## src/rtl/btn_repeat_array_if.sv

```systemverilog
`default_nettype none
// ============================================================================
//  Module      : btn_repeat_array_if
//  Description : Bundle of per-channel button levels, auto-repeat enables and
//                the conditioned strobes/levels returned by btn_repeat_array.
//  Ports       : (interface signals, all NUM_CH wide unless noted)
//                noisy_in      raw button levels            (master -> slave)
//                repeat_en_in  per-channel auto-repeat en   (master -> slave)
//                clean_out     debounced levels             (slave -> master)
//                press_out     debounced rising-edge strobe (slave -> master)
//                release_out   debounced falling-edge strobe(slave -> master)
//                move_out      press / repeat strobe        (slave -> master)
//                long_out      held-past-delay level        (slave -> master)
//                any_move_out  1 bit, OR of move_out        (slave -> master)
//  Revision    : 1.0  initial release
// ============================================================================
interface btn_repeat_array_if #(
   parameter int NUM_CH = 5
);
   logic [NUM_CH-1:0] noisy_in;
   logic [NUM_CH-1:0] repeat_en_in;
   logic [NUM_CH-1:0] clean_out;
   logic [NUM_CH-1:0] press_out;
   logic [NUM_CH-1:0] release_out;
   logic [NUM_CH-1:0] move_out;
   logic [NUM_CH-1:0] long_out;
   logic              any_move_out;

   modport master (
      output noisy_in, repeat_en_in,
      input  clean_out, press_out, release_out, move_out, long_out, any_move_out
   );

   modport slave (
      input  noisy_in, repeat_en_in,
      output clean_out, press_out, release_out, move_out, long_out, any_move_out
   );
endinterface
`default_nettype wire

```

## src/rtl/btn_repeat_array.sv

```systemverilog
`default_nettype none
// ============================================================================
//  Module      : btn_repeat_array
//  Description : NUM_CH independent button channels. Each channel debounces
//                its raw input over 2**LOG_DEBOUNCE_COUNT cycles, detects
//                debounced edges, and runs a press/delay/repeat FSM that
//                emits move strobes on press, after 2**LOG_DELAY_COUNT cycles
//                of holding, and every 2**LOG_REPEAT_COUNT cycles after that
//                (unless repeat is disabled for the channel).
//  Ports       : clk_in    system clock
//                rst_n_in  synchronous active-low reset
//                bus       btn_repeat_array_if.slave (inputs and strobes)
//  Revision    : 1.0  initial release
// ============================================================================
module btn_repeat_array #(
   parameter int NUM_CH             = 5,
   parameter int LOG_DEBOUNCE_COUNT = 20,
   parameter int LOG_DELAY_COUNT    = 26,
   parameter int LOG_REPEAT_COUNT   = 22
) (
   input wire logic        clk_in,
   input wire logic        rst_n_in,
   btn_repeat_array_if.slave bus
);

   // Shared delay/repeat timer width.
   localparam int c_CW = (LOG_DELAY_COUNT > LOG_REPEAT_COUNT) ?
                         LOG_DELAY_COUNT : LOG_REPEAT_COUNT;

   // Terminal timer values D-1 and R-1 (all-ones of the respective width).
   localparam logic [c_CW-1:0] c_D_LAST = c_CW'({LOG_DELAY_COUNT{1'b1}});
   localparam logic [c_CW-1:0] c_R_LAST = c_CW'({LOG_REPEAT_COUNT{1'b1}});

   localparam logic [1:0] c_S_IDLE   = 2'd0;
   localparam logic [1:0] c_S_DELAY  = 2'd1;
   localparam logic [1:0] c_S_REPEAT = 2'd2;
   localparam logic [1:0] c_S_HOLD   = 2'd3;

   logic [NUM_CH-1:0] w_clean;
   logic [NUM_CH-1:0] w_press;
   logic [NUM_CH-1:0] w_release;
   logic [NUM_CH-1:0] w_move;
   logic [NUM_CH-1:0] w_long;
   logic [NUM_CH-1:0] w_move_d;
   logic              any_move_q;

   for (genvar gi = 0; gi < NUM_CH; gi++) begin : g_ch
      logic                          sample_q;
      logic                          clean_q;
      logic                          prev_q;
      logic [LOG_DEBOUNCE_COUNT-1:0] cnt_q;
      logic [1:0]                    state_q, state_d;
      logic [c_CW-1:0]               tmr_q, tmr_d;
      logic                          press_q, press_d;
      logic                          release_q, release_d;
      logic                          move_q, move_d;
      logic                          long_q, long_d;
      logic                          w_rise, w_fall, w_expire;

      // ---------------- debounce + edge history ----------------
      // Any change of the raw level restarts the window; the clean level
      // is only updated once the sample has been stable for the full window.
      always_ff @(posedge clk_in) begin
         if (!rst_n_in) begin
            sample_q <= bus.noisy_in[gi];
            clean_q  <= bus.noisy_in[gi];
            prev_q   <= bus.noisy_in[gi];
            cnt_q    <= '0;
         end else begin
            prev_q <= clean_q;
            if (bus.noisy_in[gi] != sample_q) begin
               sample_q <= bus.noisy_in[gi];
               cnt_q    <= '0;
            end else if (cnt_q == {LOG_DEBOUNCE_COUNT{1'b1}}) begin
               clean_q <= sample_q;
            end else begin
               cnt_q <= cnt_q + LOG_DEBOUNCE_COUNT'(1);
            end
         end
      end

      assign w_rise = clean_q & ~prev_q;
      assign w_fall = ~clean_q & prev_q;

      // Terminal count of whichever interval the FSM is currently timing.
      assign w_expire = (state_q == c_S_DELAY)  ? (tmr_q == c_D_LAST) :
                        (state_q == c_S_REPEAT) ? (tmr_q == c_R_LAST) : 1'b0;

      // ---------------- FSM state + registered outputs ----------------
      always_ff @(posedge clk_in) begin
         if (!rst_n_in) begin
            state_q   <= c_S_IDLE;
            tmr_q     <= '0;
            press_q   <= 1'b0;
            release_q <= 1'b0;
            move_q    <= 1'b0;
            long_q    <= 1'b0;
         end else begin
            state_q   <= state_d;
            tmr_q     <= tmr_d;
            press_q   <= press_d;
            release_q <= release_d;
            move_q    <= move_d;
            long_q    <= long_d;
         end
      end

      // ---------------- next-state ----------------
      // A release always wins over a coincident delay expiry or repeat tick.
      always_comb begin
         state_d = state_q;
         tmr_d   = tmr_q;
         case (state_q)
            c_S_IDLE: begin
               if (w_rise) begin
                  state_d = c_S_DELAY;
                  tmr_d   = '0;
               end
            end
            c_S_DELAY, c_S_REPEAT: begin
               if (w_fall) begin
                  state_d = c_S_IDLE;
                  tmr_d   = '0;
               end else if (w_expire) begin
                  state_d = bus.repeat_en_in[gi] ? c_S_REPEAT : c_S_HOLD;
                  tmr_d   = '0;
               end else begin
                  tmr_d = tmr_q + c_CW'(1);
               end
            end
            c_S_HOLD: begin
               if (w_fall) begin
                  state_d = c_S_IDLE;
                  tmr_d   = '0;
               end
            end
            default: begin
               state_d = c_S_IDLE;
               tmr_d   = '0;
            end
         endcase
      end

      // ---------------- outputs ----------------
      // Release follows the debounced falling edge in every state, so a
      // button held through reset still reports its release.
      always_comb begin
         press_d   = (state_q == c_S_IDLE) && w_rise;
         release_d = w_fall;
         move_d    = press_d ||
                     ((state_q != c_S_IDLE) && !w_fall && w_expire &&
                      bus.repeat_en_in[gi]);
         long_d    = long_q;
         if (w_fall) begin
            long_d = 1'b0;
         end else if ((state_q == c_S_DELAY) && w_expire) begin
            long_d = 1'b1;
         end
      end

      assign w_clean[gi]   = clean_q;
      assign w_press[gi]   = press_q;
      assign w_release[gi] = release_q;
      assign w_move[gi]    = move_q;
      assign w_long[gi]    = long_q;
      assign w_move_d[gi]  = move_d;
   end

   // Registered from the next-state moves so it lines up with move_out.
   always_ff @(posedge clk_in) begin
      if (!rst_n_in) begin
         any_move_q <= 1'b0;
      end else begin
         any_move_q <= |w_move_d;
      end
   end

   assign bus.clean_out    = w_clean;
   assign bus.press_out    = w_press;
   assign bus.release_out  = w_release;
   assign bus.move_out     = w_move;
   assign bus.long_out     = w_long;
   assign bus.any_move_out = any_move_q;

endmodule
`default_nettype wire

```

## src/flat_wrapper.sv

```systemverilog
// flat-port wrapper written by rule: the top's interface ports become plain ports
module btn_repeat_array_flat 
#(
   parameter int NUM_CH             = 5,
   parameter int LOG_DEBOUNCE_COUNT = 20,
   parameter int LOG_DELAY_COUNT    = 26,
   parameter int LOG_REPEAT_COUNT   = 22
)
  (clk_in, rst_n_in, bus_noisy_in, bus_repeat_en_in, bus_clean_out, bus_press_out, bus_release_out, bus_move_out, bus_long_out, bus_any_move_out);
  btn_repeat_array_if #(.NUM_CH(NUM_CH)) bus_i ();
  input wire logic clk_in;
  input wire logic rst_n_in;
  input wire logic [$bits(bus_i.noisy_in)-1:0] bus_noisy_in;
  input wire logic [$bits(bus_i.repeat_en_in)-1:0] bus_repeat_en_in;
  output wire logic [$bits(bus_i.clean_out)-1:0] bus_clean_out;
  output wire logic [$bits(bus_i.press_out)-1:0] bus_press_out;
  output wire logic [$bits(bus_i.release_out)-1:0] bus_release_out;
  output wire logic [$bits(bus_i.move_out)-1:0] bus_move_out;
  output wire logic [$bits(bus_i.long_out)-1:0] bus_long_out;
  output wire logic [$bits(bus_i.any_move_out)-1:0] bus_any_move_out;
  assign bus_i.noisy_in = bus_noisy_in;
  assign bus_i.repeat_en_in = bus_repeat_en_in;
  assign bus_clean_out = bus_i.clean_out;
  assign bus_press_out = bus_i.press_out;
  assign bus_release_out = bus_i.release_out;
  assign bus_move_out = bus_i.move_out;
  assign bus_long_out = bus_i.long_out;
  assign bus_any_move_out = bus_i.any_move_out;
  btn_repeat_array #(.NUM_CH(NUM_CH), .LOG_DEBOUNCE_COUNT(LOG_DEBOUNCE_COUNT), .LOG_DELAY_COUNT(LOG_DELAY_COUNT), .LOG_REPEAT_COUNT(LOG_REPEAT_COUNT)) u_core (.clk_in(clk_in), .rst_n_in(rst_n_in), .bus(bus_i));
endmodule
```

## config.mk

```make
export PLATFORM = sky130hd
export DESIGN_NAME = btn_repeat_array_flat
export DESIGN_NICKNAME = d
export VERILOG_FILES = /design/src/rtl/btn_repeat_array_if.sv /design/src/rtl/btn_repeat_array.sv /design/src/flat_wrapper.sv
export SDC_FILE = /design/constraint.sdc
export NUM_CORES = 1
export LEC_CHECK = 0
export CAP_MARGIN = 20
export CORE_UTILIZATION = 62
export CTS_CLUSTER_SIZE = 25
export DETAILED_ROUTE_END_ITERATION = 8
export PLACE_DENSITY = 0.83
export SYNTH_ARGS = -nofsm -noshare
export SYNTH_HDL_FRONTEND = slang
export SYNTH_SLANG_ARGS = --single-unit
```

## constraint.sdc

```tcl
create_clock -name clk_in -period 2.85 [get_ports clk_in]
set_clock_uncertainty 0.15 [all_clocks]
set_input_delay 0.57 -clock clk_in [delete_from_list [all_inputs] [get_ports clk_in]]
set_output_delay 0.57 -clock clk_in [all_outputs]
set_load 0.03 [all_outputs]
```

==> flow_summary.toml, run 1 <==
[route]
drc = 0
first_pass_iters = 5
ant_nets = 0
vias_per_cell = 5.604
drtIter0Drc = 463
vias = 10249
wl_per_cell_um = 13.80
wl_mm = 25.25

[synthesis]
synth.top_cell.area_share_pct = 40.86
synth_top_family_by_area = "simple AND/OR/NAND/NOR gates"
synth_adder_area_share_pct = 3.360
synth.avg_cell_area_um2 = 8.591
synth-edff-count = 10
synth_simple_gate_area_share_pct = 28.48
ys.flop_type = "dfxtp_1"
synth_seq_cells = 276
syn_nets = 1564
syn_inst = 1517
synth_xor_xnor_area_share_pct = 13.37
synth_compound_area_share_pct = 6.336
synthArstFlopShare_pct = 0
synth_top_cell_by_area = "dfxtp_1"
ys.warnings.count = 0
synth_most_common_cell = "nor2_1"
synth.mux.area_fraction_pct = 1.152
synthTopCellsByArea = "dfxtp_1 (41%), nor2_1 (8.3%), xnor2_1 (7.5%)"
synth_cell_type_count = 69
syn_area_um2 = 13030
synth.top_cells.by_count = "nor2_1 (288), dfxtp_1 (266), nand2_1 (136), xnor2_1 (112), xor2_1 (87)"
yosysSeqAreaShare_pct = 43.16

[global_routing]
grtUsageMet1_pct = 30.72
gr-total-overflow = 0
antenna_found_initial = 1
grt_pass1_vias = 9719
busiest_layer = "met2"
met2_usage_pct = 39.60
grt_pass1_wl_mm = 43.61
grt_max_degree = 27
grt.met3_usage_pct = 3.727
grt_usage_pct = 23.54

[clocking]
clk_latency_ns = 0.54
clk_path_buf_depth = 3
cts_buffers = 29
post_cts_buffers = 0
cts_root_buf = "clkbuf_16"
cts_num_sinks = 276
htreeDepth = 1
cts_hold_buf = 0
cts_tree = "built"
clk_pin_slew_ns = 0.06

[hold_path]
holdCritStartpoint = "rst_n_in"
whs_path_depth = 2
min_to = "u_core.g_ch[0].long_q"
min-delay-path-class = "input pin to register"

[power_and_ir_drop]
p_leak_nw = 5.047
ir_drop_mv = 0.4386
power.density_nw_per_um2 = 630.1

[sta]
fmax_mhz = 388.7
fin_crit_ns = 2.573
worstMarginPinSlew_ns = 0.8284
fin_setup_tns_ns = 0
setup_viol = 0
finalHoldViolCount = 0
slew_headroom_pct = 44.40
fin_crit_sh_pct = 90.27
rsz0062_at_grt = "false"
report.final.slew_viol_count = 0

[critical_path]
max_stage_delay_ns = 0.46
required_ns = 3.12
setup.worst_path.start_class = "register"
worst-path-buf-inv = 1
endpoint_kind = "register"
critical_path.max_fanout = 26
r2r_start = "u_core.g_ch[2].state_q[1]"
crit_slowest_cell = "a2111oi_2"
r2r_setup_slack_ns = 0.28
crit_family = "simple AND/OR/NAND/NOR gates"
crit_arrival_ns = 2.84
critical_path_class = "register to register"
reg2reg_to = "u_core.g_ch[2].tmr_q[2]"
worstPathCellList = "inv_1, ha_1, nor4bb_1, nand2_1, a2111oi_2, o21ai_0, nand2_4, nor2_1"
reg2regPathDepth = 8

[floorplan]
io_pins = 38
rows = 52
coreArea_um2 = 20430
die_x_um = 147.0
die_h_um = 147.0
die_area_um2 = 21600
initial_utilization_pct = 63.79

[final_layout]
nFillCells = 1493
nNetsFinal = 1583
syn_to_final_growth_pct = 11.44
drive_gt1_share_pct = 5.841
instances_no_fill = 1829

[job]
cap_violations = 0

[placement]
dp.cells = 1775
port_buffers = 37
place_congestion = 0.8403
dp_hpwl_mm = 17.23

[status]
status = "completed"
## layout make-up
type | count | area (um^2) | area share, %
Tap cell | 270 | 337.8 | 2.326
Multi-Input combinational cell | 1134 | 6873 | 47.32
Inverter | 42 | 157.7 | 1.085
Timing Repair Buffer | 53 | 485.5 | 3.343
Clock buffer | 43 | 889.6 | 6.125
Clock inverter | 10 | 152.6 | 1.051
Sequential cell | 276 | 5625 | 38.73
Antenna cell | 1 | 2.502 | 0.01723
## cells in the final DEF, fill, tap and decap left out, types with 4 or more instances in the layout
cell	count
o211a_1	6
clkbuf_1	4
o2111ai_1	8
nand4b_1	5
dfxtp_1	266
mux2i_1	15
nand2_1	136
clkbuf_16	30
nor2_1	288
and3_1	35
nor4_1	17
bufinv_16	4
buf_4	16
o21bai_1	6
a211oi_1	5
xor2_1	87
o21ai_0	18
a21oi_1	28
nor4b_1	7
a31oi_1	12
and2_1	14
xnor2_1	112
nor2b_1	8
nand4_1	53
or2_2	7
clkdlybuf4s50_1	36
nand3_1	81
or3_1	8
ha_1	35
inv_1	41
nor3_1	51
clkinv_2	5
and4_1	14
nand2b_1	16
edfxtp_1	10
nor3b_1	8
clkbuf_8	9
## kinds of logic after synthesis
group,Yosys count
xor gates and xnor gates,199
and+or+nand+nor,767
muxes,15
adders and majority gates,35
AOI/OAI and AO/OA,118
buffers and inverters,107
DFF,276
## worst reg2reg max path, stage by stage, from the launching register on
cell	delay (ns)
dfxtp_1	0.39
inv_1	0.10
ha_1	0.21
nor4bb_1	0.26
nand2_1	0.10
a2111oi_2	0.46
o21ai_0	0.33
nand2_4	0.35
nor2_1	0.11
## per-stage QoR
stage	power [W]	util (%)	setup WS (ns)	hold WS (ns)	area [um^2]
after floorplan	0.004969	-	0.6034	0.2703	13030
after global placement	0.005169	65.95	0.3283	0.2956	13470
after detailed placement	0.005201	65.95	0.2460	0.2989	13470
after CTS	0.009208	71.06	0.2046	0.3076	14520
after global routing	0.009529	71.09	0.06944	0.3232	14520
final	0.009152	71.09	0.2774	0.3146	14520
## worst max path at each step
stage | depth (start not counted) | endpoint | slack, ns | start
after CTS | 8 | u_core.g_ch[2].tmr_q[2] | 0.20 | u_core.g_ch[2].state_q[1]
final | 8 | u_core.g_ch[2].tmr_q[2] | 0.28 | u_core.g_ch[2].state_q[1]
after detailed placement | 8 | u_core.g_ch[2].tmr_q[17] | 0.25 | u_core.g_ch[2].state_q[1]
after global placement | 8 | u_core.g_ch[2].tmr_q[20] | 0.33 | u_core.g_ch[2].state_q[1]
after global routing | 8 | u_core.g_ch[2].tmr_q[2] | 0.07 | u_core.g_ch[2].state_q[1]
after floorplan | 9 | u_core.g_ch[2].tmr_q[11] | 0.60 | u_core.g_ch[2].state_q[1]
## routing by layer
layer	part of all wire, %	up-vias
li1	-	5204
met1	46	4771
met2	47	233
met3	4.6	41
met4	2.2	0
met5	0	-
## flip-flops by register name, indices dropped and copies added, names as in the netlist
signal                   cells
u_core.g_ch.long_q           5
u_core.g_ch.release_q        5
u_core.g_ch.prev_q           5
u_core.g_ch.clean_q          5
u_core.g_ch.press_q          5
u_core.g_ch.sample_q         5
u_core.bus.any_move_out      1
u_core.g_ch.move_q           5
u_core.g_ch.cnt_q          100
u_core.g_ch.state_q         10
u_core.g_ch.tmr_q          130
## power by group
part           internal (W)  switching (W)
Combinational      0.000352       0.000690
Clock               0.00251        0.00150
Sequential          0.00400       0.000101
Total               0.00686        0.00230
## what timing repair did
| action | 4_1_cts | 5_1_grt |
|---|---|---|
| endpoints found under the hold margin | 0 | 0 |
| endpoints found under the setup margin | 0 | 16 |
| gates resized for setup | 0 | 1 |
Power figures use the tool's default switching activity.
==> run 2, diff against run 1 <==
--- a/config.mk
+++ b/config.mk
@@ -10,6 +10,7 @@
 export CTS_CLUSTER_SIZE = 25
 export DETAILED_ROUTE_END_ITERATION = 8
 export PLACE_DENSITY = 0.83
+export SETUP_SLACK_MARGIN = 0.15
 export SYNTH_ARGS = -nofsm -noshare
 export SYNTH_HDL_FRONTEND = slang
 export SYNTH_SLANG_ARGS = --single-unit
==> constraint.sdc (replaced) <==
create_clock -name clk_in -period 2.9 [get_ports clk_in]
set_clock_uncertainty 0.15 [all_clocks]
set_input_delay 0.58 -clock clk_in [delete_from_list [all_inputs] [get_ports clk_in]]
set_output_delay 0.58 -clock clk_in [all_outputs]
set_load 0.03 [all_outputs]
==> flow_summary.toml, run 2 (same netlist as run 1, synthesis figures left out) <==
[clocking]
htreeDepth = 1
cts_tree = "built"
clk_path_buf_depth = 3
clk_pin_slew_ns = 0.06
cts_root_buf = "clkbuf_16"
clk_latency_ns = 0.55
cts_num_sinks = 276
cts_buffers = 29
post_cts_buffers = 0

[critical_path]
reg2regPathDepth = 7
setup.worst_path.start = "u_core.g_ch[4].tmr_q[0]"
critical_path.max_fanout = 5
critical_path_class = "register to register"
required_ns = 3.23
setup.worst_path.start_class = "register"
crit_arrival_ns = 2.91
reg2reg_to = "u_core.bus.any_move_out"
r2r_setup_slack_ns = 0.32
crit_path_end = "u_core.bus.any_move_out"
endpoint_kind = "register"
r2r_start = "u_core.g_ch[4].tmr_q[0]"

[sta]
rsz0062_at_grt = "false"
setup_viol = 0
worstMarginPinSlew_ns = 0.7613
fin_crit_sh_pct = 89.12
fin_setup_tns_ns = 0
fin_crit_ns = 2.585
slew_headroom_pct = 48.91
report.final.slew_viol_count = 0
fmax_mhz = 386.9
finalHoldViolCount = 0

[floorplan]
die_h_um = 147.0
die_x_um = 147.0
io_pins = 38
coreArea_um2 = 20430
die_area_um2 = 21600
initial_utilization_pct = 63.79
rows = 52

[route]
drc = 0
first_pass_iters = 5
vias = 10419
wl_mm = 26.06
drtIter0Drc = 589
wl_per_cell_um = 14.25
vias_per_cell = 5.697
ant_nets = 0

[global_routing]
gr-total-overflow = 0
grt_usage_pct = 24.56
antenna_found_initial = 1
grt_max_degree = 27
grt_pass1_wl_mm = 45.38
grt_pass1_vias = 10082

[final_layout]
nFillCells = 1518
syn_to_final_growth_pct = 11.30
final_cell_mix = "nor2_1 (288), dfxtp_1 (266), nand2_1 (136)"
largest_reg_flops = 130
instances_no_fill = 1829
regMostFlops = "u_core.g_ch.tmr_q"
drive_gt1_share_pct = 5.777
top_regs = "u_core.g_ch.tmr_q x130, u_core.g_ch.cnt_q x100, u_core.g_ch.state_q x10"
nNetsFinal = 1583
final_common_cell = "nor2_1"

[power_and_ir_drop]
p_leak_nw = 5.038
power.density_nw_per_um2 = 618.8
ir_drop_mv = 0.5402

[placement]
dp.cells = 1775
place_congestion = 0.8170
port_buffers = 37
dp_hpwl_mm = 17.22

[job]
cap_violations = 0

[status]
status = "completed"

[hold_path]
holdCritStartpoint = "u_core.g_ch[2].prev_q"
min-delay-path-class = "register to register"
-- run 2: cell types whose count changed in the layout (fill, tap and decap cells not counted), sizes merged --
| cell | change |
|---|---|
| bufinv | +1 |
| clkinv | +3 |
| clkbuf | -7 |
| clkinvlp | +1 |
| inv | +2 |
-- run 2: per-layer routing --
metal  wire length, um  vias up  part of all wire (%)  track usage, %
li1                  -     5204                     -               -
met3              1078       59                   4.1           3.385
met1             11770     4965                    45           30.70
met2             12560      191                    48           43.10
met5                 0        -                     0               0
met4               658        0                   2.5           8.969
-- run 2: how the worst min path moves through the flow --
stage | slack (ns) | end | depth (start not counted)
floorplan | 0.27 | u_core.g_ch[0].press_q | 1
global placement | 0.30 | u_core.g_ch[3].cnt_q[15] | 1
CTS | 0.29 | u_core.g_ch[3].long_q | 3
finish | 0.31 | u_core.g_ch[2].press_q | 1
detailed placement | 0.31 | u_core.g_ch[2].press_q | 1
global route | 0.34 | u_core.g_ch[3].state_q[1] | 2
-- run 2: critical path, stage by stage (launching register included) --
cell and delay (ns):
dfxtp_1 0.39, ha_1 0.18, nand3_1 0.15, nor3_1 0.61
nand3_1 0.22, o41ai_1 0.50, or3_1 0.19, o31a_1 0.13
-- run 2: report_power, final --
part           total [W]  internal [W]  switching, W
combinational    0.00104      0.000350      0.000691
sequential       0.00403       0.00393      0.000102
clock            0.00390       0.00240       0.00150
total            0.00898       0.00668       0.00229
-- run 2: through the flow --
| step | worst slack [ns] | power, W | instance area (um^2) | util (%) | hold slack [ns] |
|---|---|---|---|---|---|
| global route | 0.1904 | 0.009344 | 14510 | 71.00 | 0.3354 |
| global placement | 0.3738 | 0.005078 | 13470 | 65.95 | 0.3003 |
| finish | 0.3154 | 0.008975 | 14510 | 71.00 | 0.3146 |
| CTS | 0.3045 | 0.009021 | 14490 | 70.94 | 0.2938 |
| floorplan | 0.6534 | 0.004884 | 13030 | - | 0.2703 |
| detailed placement | 0.2935 | 0.005116 | 13470 | 65.95 | 0.3059 |
-- run 2: area by class of cell --
class,instances,area [um^2],area share (%)
clock inverters,17,215.2,1.484
multi-input cells,1134,6878,47.42
clock buffers,36,803.3,5.538
well taps,270,337.8,2.329
repair buffers,53,485.5,3.347
flip-flops and latches,276,5625,38.78
inverters,42,157.7,1.087
diodes,1,2.502,0.01725
-- run 2: timing repair --
item / in CTS / in global routing
resized for setup: 0 / 2
hold buffers: 0 / 0
endpoints found under the setup margin: 0 / 52
==> run 3, diff against run 2 <==
--- a/config.mk
+++ b/config.mk
@@ -6,10 +6,11 @@
 export NUM_CORES = 1
 export LEC_CHECK = 0
 export CAP_MARGIN = 20
-export CORE_UTILIZATION = 62
+export CORE_UTILIZATION = 50
 export CTS_CLUSTER_SIZE = 25
 export DETAILED_ROUTE_END_ITERATION = 8
-export PLACE_DENSITY = 0.83
+export MAX_ROUTING_LAYER = met4
+export PLACE_DENSITY = 0.7
 export SETUP_SLACK_MARGIN = 0.15
 export SYNTH_ARGS = -nofsm -noshare
 export SYNTH_HDL_FRONTEND = slang
==> flow_summary.toml, run 3 (same netlist as run 1, synthesis figures left out) <==
[sta]
fin_setup_tns_ns = 0
rsz0062_at_grt = "false"
slew_headroom_pct = 48.91
finalHoldViolCount = 0
setup_viol = 0
worstMarginPinSlew_ns = 0.7613
fmax_mhz = 391.3
fin_crit_ns = 2.556
fin_crit_sh_pct = 88.13
report.final.slew_viol_count = 0

[clocking]
cts_buffers = 29
cts_num_sinks = 276
post_cts_buffers = 0
clk_latency_ns = 0.55
clk_pin_slew_ns = 0.06
cts_tree = "built"
cts_hold_buf = 0
htreeDepth = 1
clk_path_buf_depth = 3
cts_root_buf = "clkbuf_16"

[placement]
place_congestion = 0.8471
dp_hpwl_mm = 17.30
dp.cells = 1839
port_buffers = 37

[global_routing]
grt_usage_pct = 19.27
gr-total-overflow = 0
antenna_found_initial = 0
grt_pass1_wl_mm = 42.52
grt_pass1_vias = 9463
grt_max_degree = 27

[final_layout]
top_regs = "u_core.g_ch.tmr_q x130, u_core.g_ch.cnt_q x100, u_core.g_ch.state_q x10"
nFillCells = 2310
final_common_cell = "nor2_1"
regMostFlops = "u_core.g_ch.tmr_q"
final_cell_mix = "nor2_1 (288), dfxtp_1 (266), nand2_1 (136)"
largest_reg_flops = 130
nNetsFinal = 1587
instances_no_fill = 1893
syn_to_final_growth_pct = 10.94
drive_gt1_share_pct = 5.630
diodes = 0

[hold_path]
whs_path_depth = 3
min_to = "u_core.g_ch[4].long_q"
min-delay-path-class = "input pin to register"
holdCritStartpoint = "rst_n_in"

[critical_path]
critical_path_class = "register to register"
r2r_start = "u_core.g_ch[0].state_q[1]"
reg2reg_to = "u_core.g_ch[0].tmr_q[9]"
setup.worst_path.start_class = "register"
crit_arrival_ns = 2.82
r2r_setup_slack_ns = 0.34
critical_path.max_fanout = 26
reg2regPathDepth = 8
endpoint_kind = "register"
required_ns = 3.17

[floorplan]
io_pins = 38
die_h_um = 163.4
die_x_um = 163.4
rows = 58
initial_utilization_pct = 51.31
die_area_um2 = 26710
coreArea_um2 = 25400

[route]
vias = 10110
wl_per_cell_um = 12.97
drc = 0
ant_nets = 0
first_pass_iters = 6
drtIter0Drc = 551
vias_per_cell = 5.341
wl_mm = 24.54

[job]
cap_violations = 0

[power_and_ir_drop]
ir_drop_mv = 0.4537
power.density_nw_per_um2 = 584.0
p_leak_nw = 4.990

[status]
status = "completed"
[run 3: changes by cell type in the layout (fill, tap and decap cells not counted), moves of 2 or more]
| cell | change |
|---|---|
| clkinv_1 | +5 |
| clkbuf_1 | +2 |
| clkinv_2 | +2 |
| bufinv_16 | -5 |
| clkinvlp_4 | -2 |
| inv_4 | -2 |
| buf_4 | +4 |
[run 3: worst max-delay path by stage]
stage	end	slack [ns]	startpoint	depth (start not counted)
floorplan	u_core.g_ch[2].tmr_q[11]	0.65	u_core.g_ch[2].state_q[1]	9
global placement	u_core.g_ch[2].tmr_q[13]	0.34	u_core.g_ch[2].state_q[1]	8
detailed placement	u_core.g_ch[2].tmr_q[25]	0.25	u_core.g_ch[2].state_q[1]	8
CTS	u_core.g_ch[2].tmr_q[25]	0.25	u_core.g_ch[2].state_q[1]	8
global route	u_core.g_ch[0].tmr_q[9]	0.17	u_core.g_ch[0].state_q[1]	8
finish	u_core.g_ch[0].tmr_q[9]	0.34	u_core.g_ch[0].state_q[1]	8
[run 3: layout make-up]
class	count	area (um^2)	share of cell area, %
Tap cell	330	412.9	2.856
Clock buffer	38	799.5	5.530
Inverter	42	157.7	1.090
Timing Repair Buffer	57	515.5	3.565
Clock inverter	16	75.07	0.5192
Multi-Input combinational cell	1134	6873	47.53
Sequential cell	276	5625	38.91
[run 3: what timing repair did]
item                       CTS  global route
hold endpoints to repair     0             0
setup endpoints to repair    0            26
resized for setup            0             2
[run 3: layer usage]
metal  share of wire, %  vias to the layer above  global-route usage (%)  wire [um]
met5                  0                        -                       -          0
met2                 46                      129                   31.64      11350
met4                2.1                        0                   5.098        527
li1                   -                     5216                       -          -
met1                 49                     4723                   24.65      11910
met3                3.1                       42                   2.844        752
[run 3: per-stage QoR]
stage / util [%] / instance area [um^2] / power, W / hold slack (ns) / setup slack (ns)
final: 56.93 / 14460 / 0.008444 / 0.3083 / 0.3441
after global routing: 56.93 / 14460 / 0.008858 / 0.3168 / 0.1745
after CTS: 56.91 / 14450 / 0.008554 / 0.2986 / 0.2532
after detailed placement: 53.46 / 13580 / 0.005128 / 0.3058 / 0.2496
after global placement: 53.46 / 13580 / 0.005109 / 0.3000 / 0.3420
after floorplan: - / 13030 / 0.004884 / 0.2703 / 0.6534
[run 3: power breakdown]
| part | internal, W | switching, W |
|---|---|---|
| combinational | 0.000356 | 0.000672 |
| sequential | 0.00393 | 0.0000960 |
| clock | 0.00193 | 0.00147 |
[run 3: worst max-delay path, stage by stage (launching register included)]
cell,delay [ns]
dfxtp_1,0.37
inv_1,0.10
ha_1,0.19
or4b_1,0.46
o22ai_1,0.14
nand4b_1,0.19
a31o_2,0.33
nand2_2,0.37
nor2_1,0.12
